[src/rtl/pixel_row_readout_pkg.sv]
// Shared sensor configuration and readout types for pixel_row_readout.
// Holds the pixel array geometry, derived widths, the ping-pong buffer
// depth and the read-side FSM state encoding.
package pixel_row_readout_pkg;

  localparam int PIXEL_ARRAY_WIDTH  = 2;
  localparam int PIXEL_ARRAY_HEIGHT = 2;
  localparam int PIXEL_BITS         = 8;

  // Number of row buffers in the ping-pong store.
  localparam int READOUT_BUFFERS = 2;

  // Widths are clamped to 1 so a 1-wide or 1-high array still elaborates.
  localparam int ROW_IDX_W = (PIXEL_ARRAY_HEIGHT > 1) ? $clog2(PIXEL_ARRAY_HEIGHT) : 1;
  localparam int COL_W     = (PIXEL_ARRAY_WIDTH > 1) ? $clog2(PIXEL_ARRAY_WIDTH) : 1;

  // One full row as seen on the column bus: column c is element [c].
  typedef logic [PIXEL_ARRAY_WIDTH-1:0][PIXEL_BITS-1:0] pixel_row_t;

  typedef enum logic {
    READOUT_IDLE,
    READOUT_STREAM
  } readout_state_e;

endpackage

[src/rtl/pixel_row_readout_row_ping_pong_buffer.sv]
// Two-entry row store for pixel_row_readout.
// Each entry holds one captured row plus the row index it was captured with.
// Ports:
//   clk, rst_n   clock, asynchronous active-low reset
//   wr_en_i      write the row into entry wr_ptr_i
//   wr_ptr_i     entry selected for writing
//   wr_row_i     row pixel codes to store
//   wr_idx_i     row index stored alongside the row
//   rd_ptr_i     entry selected for reading
//   rd_col_i     column selected within the read entry
//   rd_data_o    pixel code at [rd_ptr_i][rd_col_i]
//   rd_idx_o     row index stored in entry rd_ptr_i
module pixel_row_readout_row_ping_pong_buffer
  import pixel_row_readout_pkg::*;
(
  input  logic                 clk,
  input  logic                 rst_n,
  input  logic                 wr_en_i,
  input  logic                 wr_ptr_i,
  input  pixel_row_t           wr_row_i,
  input  logic [ROW_IDX_W-1:0] wr_idx_i,
  input  logic                 rd_ptr_i,
  input  logic [COL_W-1:0]     rd_col_i,
  output logic [PIXEL_BITS-1:0] rd_data_o,
  output logic [ROW_IDX_W-1:0] rd_idx_o
);

  pixel_row_t           row_q [READOUT_BUFFERS];
  logic [ROW_IDX_W-1:0] idx_q [READOUT_BUFFERS];

  // NOTE: this store is only two rows of flops, so it is reset like any
  // other register; the read mux then never presents X after reset.
  always_ff @(posedge clk or negedge rst_n) begin
    if (!rst_n) begin
      for (int b = 0; b < READOUT_BUFFERS; b++) begin
        row_q[b] <= '0;
        idx_q[b] <= '0;
      end
    end else if (wr_en_i) begin
      row_q[wr_ptr_i] <= wr_row_i;
      idx_q[wr_ptr_i] <= wr_idx_i;
    end
  end

  assign rd_data_o = row_q[rd_ptr_i][rd_col_i];
  assign rd_idx_o  = idx_q[rd_ptr_i];

endmodule

[src/rtl/pixel_row_readout.sv]
// Row readout: delays each row strobe by CAPTURE_DELAY cycles, captures the
// column bus into a ping-pong row buffer and streams buffered rows to the
// host one pixel per beat with row-last / frame-start markers.
// Ports:
//   clk, rst_n          clock, asynchronous active-low reset
//   new_row_i           one-cycle row strobe
//   frame_finished_i    end-of-frame pulse, clears the row index
//   pixel_data_i        column bus, column c at [c*PIXEL_BITS +: PIXEL_BITS]
//   out_data_o          current pixel code
//   out_valid_o         beat valid
//   out_ready_i         sink accepts the beat
//   out_row_last_o      beat is the last column of its row
//   out_frame_start_o   beat is column 0 of row index 0
//   out_row_index_o     row index of the current beat
//   overflow_o          sticky: a row or strobe was dropped
module pixel_row_readout
  import pixel_row_readout_pkg::*;
#(
  parameter int CAPTURE_DELAY = 2
) (
  input  logic                                   clk,
  input  logic                                   rst_n,
  input  logic                                   new_row_i,
  input  logic                                   frame_finished_i,
  input  logic [PIXEL_ARRAY_WIDTH*PIXEL_BITS-1:0] pixel_data_i,
  output logic [PIXEL_BITS-1:0]                  out_data_o,
  output logic                                   out_valid_o,
  input  logic                                   out_ready_i,
  output logic                                   out_row_last_o,
  output logic                                   out_frame_start_o,
  output logic [ROW_IDX_W-1:0]                   out_row_index_o,
  output logic                                   overflow_o
);

  localparam logic [2:0]           DELAY_LOAD = 3'(CAPTURE_DELAY);
  localparam logic [COL_W-1:0]     LAST_COL   = COL_W'(PIXEL_ARRAY_WIDTH - 1);
  localparam logic [ROW_IDX_W-1:0] LAST_ROW   = ROW_IDX_W'(PIXEL_ARRAY_HEIGHT - 1);
  localparam logic [1:0]           FULL       = 2'(READOUT_BUFFERS);

  // Capture side. delay_q == 0 means no capture pending; a strobe loads it
  // and the capture happens on the edge that sees it at 1.
  logic [2:0]           delay_q, delay_d;
  logic [ROW_IDX_W-1:0] row_idx_q, row_idx_d;
  logic [1:0]           count_q, count_d;
  logic                 wr_ptr_q, wr_ptr_d;
  logic                 overflow_q, overflow_d;

  // Read side.
  readout_state_e       state_q, state_d;
  logic [COL_W-1:0]     col_q, col_d;
  logic                 rd_ptr_q, rd_ptr_d;
  logic [PIXEL_BITS-1:0] out_data_q, out_data_d;
  logic                 out_last_q, out_last_d;
  logic                 out_fs_q, out_fs_d;
  logic [ROW_IDX_W-1:0] out_idx_q, out_idx_d;

  logic                  capture_fire, accept, release_row, load_beat;
  logic [PIXEL_BITS-1:0] rd_data;
  logic [ROW_IDX_W-1:0]  rd_idx;

  assign capture_fire = (delay_q == 3'd1);
  // With both buffers full, a row finishing on this same edge frees a slot
  // in time for the capture.
  assign accept = capture_fire && ((count_q != FULL) || release_row);

  // NOTE: every combinational output gets a default before any branch, so
  // no path leaves a variable unassigned and no latch is inferred.
  always_comb begin
    delay_d    = delay_q;
    row_idx_d  = row_idx_q;
    wr_ptr_d   = wr_ptr_q;
    overflow_d = overflow_q;

    if (delay_q != 3'd0) begin
      delay_d = delay_q - 3'd1;
    end else if (new_row_i) begin
      delay_d = DELAY_LOAD;
    end

    // Dropped rows still consume a row index.
    if (capture_fire) begin
      row_idx_d = (row_idx_q == LAST_ROW) ? '0 : row_idx_q + ROW_IDX_W'(1);
    end
    // Frame end wins over the increment; a same-edge capture has already
    // used the old index.
    if (frame_finished_i) begin
      row_idx_d = '0;
    end

    if (accept) begin
      wr_ptr_d = ~wr_ptr_q;
    end

    if ((new_row_i && (delay_q != 3'd0)) || (capture_fire && !accept)) begin
      overflow_d = 1'b1;
    end

    count_d = count_q + 2'(accept) - 2'(release_row);
  end

  // Read FSM. The buffer is addressed with the next-beat pointer/column so
  // the output registers load the upcoming beat on the same edge.
  always_comb begin
    state_d     = state_q;
    col_d       = col_q;
    rd_ptr_d    = rd_ptr_q;
    load_beat   = 1'b0;
    release_row = 1'b0;

    case (state_q)
      READOUT_IDLE: begin
        if (count_q != 2'd0) begin
          state_d   = READOUT_STREAM;
          col_d     = '0;
          load_beat = 1'b1;
        end
      end
      READOUT_STREAM: begin
        if (out_ready_i) begin
          if (col_q == LAST_COL) begin
            release_row = 1'b1;
            rd_ptr_d    = ~rd_ptr_q;
            col_d       = '0;
            // Only a row already stored can be streamed back-to-back; one
            // captured on this edge is picked up from IDLE next cycle.
            if (count_q == FULL) begin
              load_beat = 1'b1;
            end else begin
              state_d = READOUT_IDLE;
            end
          end else begin
            col_d     = col_q + COL_W'(1);
            load_beat = 1'b1;
          end
        end
      end
      default: state_d = READOUT_IDLE;
    endcase
  end

  always_comb begin
    out_data_d = out_data_q;
    out_last_d = out_last_q;
    out_fs_d   = out_fs_q;
    out_idx_d  = out_idx_q;
    if (load_beat) begin
      out_data_d = rd_data;
      out_last_d = (col_d == LAST_COL);
      out_fs_d   = (col_d == '0) && (rd_idx == '0);
      out_idx_d  = rd_idx;
    end else if (state_d == READOUT_IDLE) begin
      out_last_d = 1'b0;
      out_fs_d   = 1'b0;
    end
  end

  pixel_row_readout_row_ping_pong_buffer u_buffer (
    .clk       (clk),
    .rst_n     (rst_n),
    .wr_en_i   (accept),
    .wr_ptr_i  (wr_ptr_q),
    .wr_row_i  (pixel_data_i),
    .wr_idx_i  (row_idx_q),
    .rd_ptr_i  (rd_ptr_d),
    .rd_col_i  (col_d),
    .rd_data_o (rd_data),
    .rd_idx_o  (rd_idx)
  );

  // NOTE: state registers use non-blocking assignments so every register
  // samples the pre-edge values regardless of statement order.
  always_ff @(posedge clk or negedge rst_n) begin
    if (!rst_n) begin
      delay_q    <= '0;
      row_idx_q  <= '0;
      count_q    <= '0;
      wr_ptr_q   <= 1'b0;
      overflow_q <= 1'b0;
      state_q    <= READOUT_IDLE;
      col_q      <= '0;
      rd_ptr_q   <= 1'b0;
      out_data_q <= '0;
      out_last_q <= 1'b0;
      out_fs_q   <= 1'b0;
      out_idx_q  <= '0;
    end else begin
      delay_q    <= delay_d;
      row_idx_q  <= row_idx_d;
      count_q    <= count_d;
      wr_ptr_q   <= wr_ptr_d;
      overflow_q <= overflow_d;
      state_q    <= state_d;
      col_q      <= col_d;
      rd_ptr_q   <= rd_ptr_d;
      out_data_q <= out_data_d;
      out_last_q <= out_last_d;
      out_fs_q   <= out_fs_d;
      out_idx_q  <= out_idx_d;
    end
  end

  assign out_valid_o       = (state_q == READOUT_STREAM);
  assign out_data_o        = out_data_q;
  assign out_row_last_o    = out_last_q;
  assign out_frame_start_o = out_fs_q;
  assign out_row_index_o   = out_idx_q;
  assign overflow_o        = overflow_q;

endmodule

[config.mk]
export PLATFORM = sky130hd
export DESIGN_NAME = pixel_row_readout
export DESIGN_NICKNAME = d
export VERILOG_FILES = /design/src/rtl/pixel_row_readout_pkg.sv /design/src/rtl/pixel_row_readout_row_ping_pong_buffer.sv /design/src/rtl/pixel_row_readout.sv
export SDC_FILE = /design/constraint.sdc
export NUM_CORES = 1
export LEC_CHECK = 0
export ABC_CLOCK_PERIOD_IN_PS = 2750
export CELL_PAD_IN_SITES_DETAIL_PLACEMENT = 0
export CELL_PAD_IN_SITES_GLOBAL_PLACEMENT = 2
export CORE_UTILIZATION = 38
export DETAILED_ROUTE_END_ITERATION = 10
export PLACE_DENSITY = 0.8
export SYNTH_ARGS = -nofsm -noshare
export SYNTH_HDL_FRONTEND = slang
export SYNTH_SLANG_ARGS = --single-unit
export TNS_END_PERCENT = 50
[constraint.sdc]
create_clock -name clk -period 2.75 [get_ports clk]
set_clock_uncertainty 0.1 [all_clocks]
set_input_delay 0.825 -clock clk [delete_from_list [all_inputs] [get_ports clk]]
set_output_delay 0.825 -clock clk [all_outputs]
set_load 0.05 [all_outputs]
==> results.txt <==
----------------------------------------------------
[Worst setup path]
  Maximum cell stage delay along the critical path ... 0.87 ns
  Critical path required time ... 1.83 ns
  Crit path buf inv count ... 1
  Dominant delay contributor by cell family on the critical path ... buffers and inverters
  Type of element capturing the critical path ... output port
  Startpoint-to-endpoint class of the critical path ... reg2out
  Cell breakdown of the critical path ... clkdlybuf4s50_1
  Arrival time of data at the critical path endpoint ... 1.72 ns
  Worst Setup Start Kind ... flip-flop
  Critical Path Slowest Stage Cell ... clkdlybuf4s50_1
  Worst Path Max Fanout ... 10

[STA]
  Final Hold Fails ... 0
  Achievable Freq ... 378 MHz
  Max transition margin ... 0.594
  Post-route setup slack ... 0.102 ns
  Slew at the pin closest to its max-slew limit ... 0.609 ns
  Shortest clock period the worst path allows after layout ... 2.65 ns
  Setup repair after global routing missed its margin ... false
  Number of setup violations in the final report ... 0
  Share of the clock period used by the worst path ... 0.963
  Total negative slack for setup checks ... 0 ns
  Slew Viols, Final ... 0

[Power and ir drop]
  Power per cell area ... 1240 nW/um2
  Static leakage power ... 1.36 nW
  IR Drop Worst-Case VDD ... 0.479 mV

[Clock tree]
  Number of gates resized after cts ... 0
  Cts bufs inserted ... 5
  Sink Count ... 56
  Library cell used as clock root buffer ... clkbuf_8
  Number of hold buffers added after CTS ... 0
  CTS clock-pin slew for the worst setup and hold paths ... 0.09 ns
  Clk Latency, worst-skew pair ... 0.31 ns
  Total setup buffers inserted after CTS ... 0
  # H-tree levels ... 2
  TritonCTS clock tree ... done
  Max clock buf depth ... 2

[Worst hold path]
  Path class of the lowest-slack min-delay path ... reg2reg

[Routing]
  Vias per cell ... 5.14
  Count of TritonRoute iterations in the first routing pass ... 4
  Detailed-route wire length per cell ... 16.5 um
  Remaining DRCs ... 0
  Total wire length ... 4.96 mm
  Number of nets with antenna violations after detailed routing ... 0
  DRC violation total after the first TritonRoute iteration ... 118
  Via total after detailed routing ... 1,543

[Place]
  # port buffers ... 33
  Final weighted congestion in routability-driven placement ... 0.722
  Dpl ws ... 0.0442 ns
  Sum of net half-perimeters after detailed placement ... 3.50 mm
  Placed Instance Area ... 3010 um2

[Global routing]
  Global-route wire length before repair ... 8.41 mm
  Vias in the first global route ... 1,772
  Pin count of the biggest net entering global routing ... 33
  Remaining global-route overflow ... 0
  Number of antenna violations at the first check in global routing ... 0
  All-layer global routing usage ... 0.153

[Logic synthesis]
  Post-Syn Area per Cell ... 14.0 um2
  Syn Nets ... 206
  Area of the mapped netlist ... 2530 um2
  Share of Yosys cell area claimed by the top area cell type ... 0.554
  Yosys warns ... 0
  Ranking of synthesized cells by area ... dfrtp_1 (55%), mux2_2 (16%), mux2i_1 (6.7%)
  Cell type with the largest total area after synthesis ... dfrtp_1
  Number of synthesized register bits ... 56
  Sequential element share of the synthesized area ... 0.554
  Number of distinct standard cells referenced by the synthesized netlist ... 32
  Synthesized instance count ... 180

[Final layout]
  Final net count ... 249
  Area delta synth->final ... 22.1%
  Cell area after layout ... 3090 um2
  Area of the multi-input gates ... 1030 um2
  Share of final-layout standard cells stronger than drive strength 1 ... 0.265
  Final core area utilization ... 0.483
  Reg area ... 1400 um2
  Inserted Diodes ... 0
  Filler cells ... 554

[Die]
  Starting density of the core ... 0.396
  Die footprint ... 6980 um2
  Height of the die ... 83.6 um
  DIE WIDTH ... 83.6 um
  Number of rows created at floorplan ... 29
  Ports ... 34
  Area of the core ... 6390 um2

[Status]
  Run status ... finished, final reports clean

[Job]
  Max-cap viol count ... 0

----------------------------------------------------
worst paths after layout:
| check | from | end | slack [ns] | cells after the start |
|---|---|---|---|---|
| max | out_valid_o | out_valid_o | 0.10 | 1 |
| min | overflow_o | overflow_o | 0.40 | 2 |
| max reg2reg | delay_q[1] | count_q[1] | 0.75 | 8 |
| min reg2reg | overflow_o | overflow_o | 0.40 | 2 |
| max in group asynchronous | rst_n | out_data_o[6] | 1.56 | 2 |
| min in group asynchronous | rst_n | delay_q[1] | 0.42 | 1 |
flip-flops by register name, summed over array words and instances (netlist names), 2 cells and up:
name / cells
count_q: 2
delay_q: 3
out_data_o: 8
u_buffer.idx_q: 2
u_buffer.row_q: 32
cell usage after synthesis:
cell type / instances
ha_1: 5
a21boi_0: 1
xnor2_1: 3
nand2_1: 5
nor2_4: 1
clkbuf_2: 1
o32ai_1: 1
buf_6: 1
a222oi_1: 8
o21ai_2: 1
o21ai_1: 1
o31ai_1: 1
nor2b_1: 3
o41ai_2: 1
buf_12: 1
and2_1: 2
mux2_2: 37
o21ai_0: 3
a21boi_2: 1
inv_1: 12
nor2_1: 3
nand2b_1: 5
nand3_4: 1
o211ai_2: 1
o21bai_1: 1
o211ai_1: 1
mux2i_1: 17
dfrtp_1: 56
xor2_1: 1
a21oi_1: 2
xor2_4: 1
buf_4: 2
logic make-up (layout without fill, tap and decap cells):
kind of cell / after synthesis / after routing / share of synthesized area
simple gates: 20 / 20 / 0.0480
mux: 54 / 54 / 0.232
xor+xnor: 5 / 5 / 0.0247
flops: 56 / 56 / 0.554
buf+inv: 17 / 60 / 0.0381
compound gates: 23 / 23 / 0.0782
fa+ha+maj: 5 / 5 / 0.0247
where the power goes:
group          switching (mW)  internal, mW
Sequential              0.266          1.23
Clock                   0.255         0.174
Combinational           0.977         0.927
per-stage QoR:
stage | power [mW] | instances | hold slack [ns]
after floorplan | 2.86 | 180 | 0.375
after global placement | 3.35 | 293 | 0.384
after detailed placement | 3.44 | 293 | 0.388
after CTS | 3.88 | 300 | 0.411
after global routing | 4.10 | 300 | 0.427
final | 3.83 | 300 | 0.396
layout make-up:
cell class                      instances  area share
Inverter                               12      0.0146
Sequential cell                        56       0.454
Clock inverter                          1     0.00162
Timing Repair Buffer                   41       0.141
Tap cell                               77      0.0312
Multi-Input combinational cell        107       0.334
Clock buffer                            6      0.0235
layout by cell type, fill, tap and decap left out, types with 4 or more instances in the layout:
cell / instances
inv_1: 12
clkbuf_8: 5
buf_4: 4
mux2i_1: 17
buf_12: 4
dfrtp_1: 56
a222oi_1: 8
nand2_1: 5
ha_1: 5
nand2b_1: 5
mux2_2: 37
clkdlybuf4s50_1: 32
layer usage:
layer	vias up	track usage	part of all wire	wire [um]
li1	728	-	-	-
met1	780	0.196	0.46	2270
met2	30	0.256	0.50	2460
met3	5	0.0396	0.037	182
met4	0	0.0416	0.011	55
met5	-	0	0	0
No activity file was read; power rests on OpenSTA's default activity.
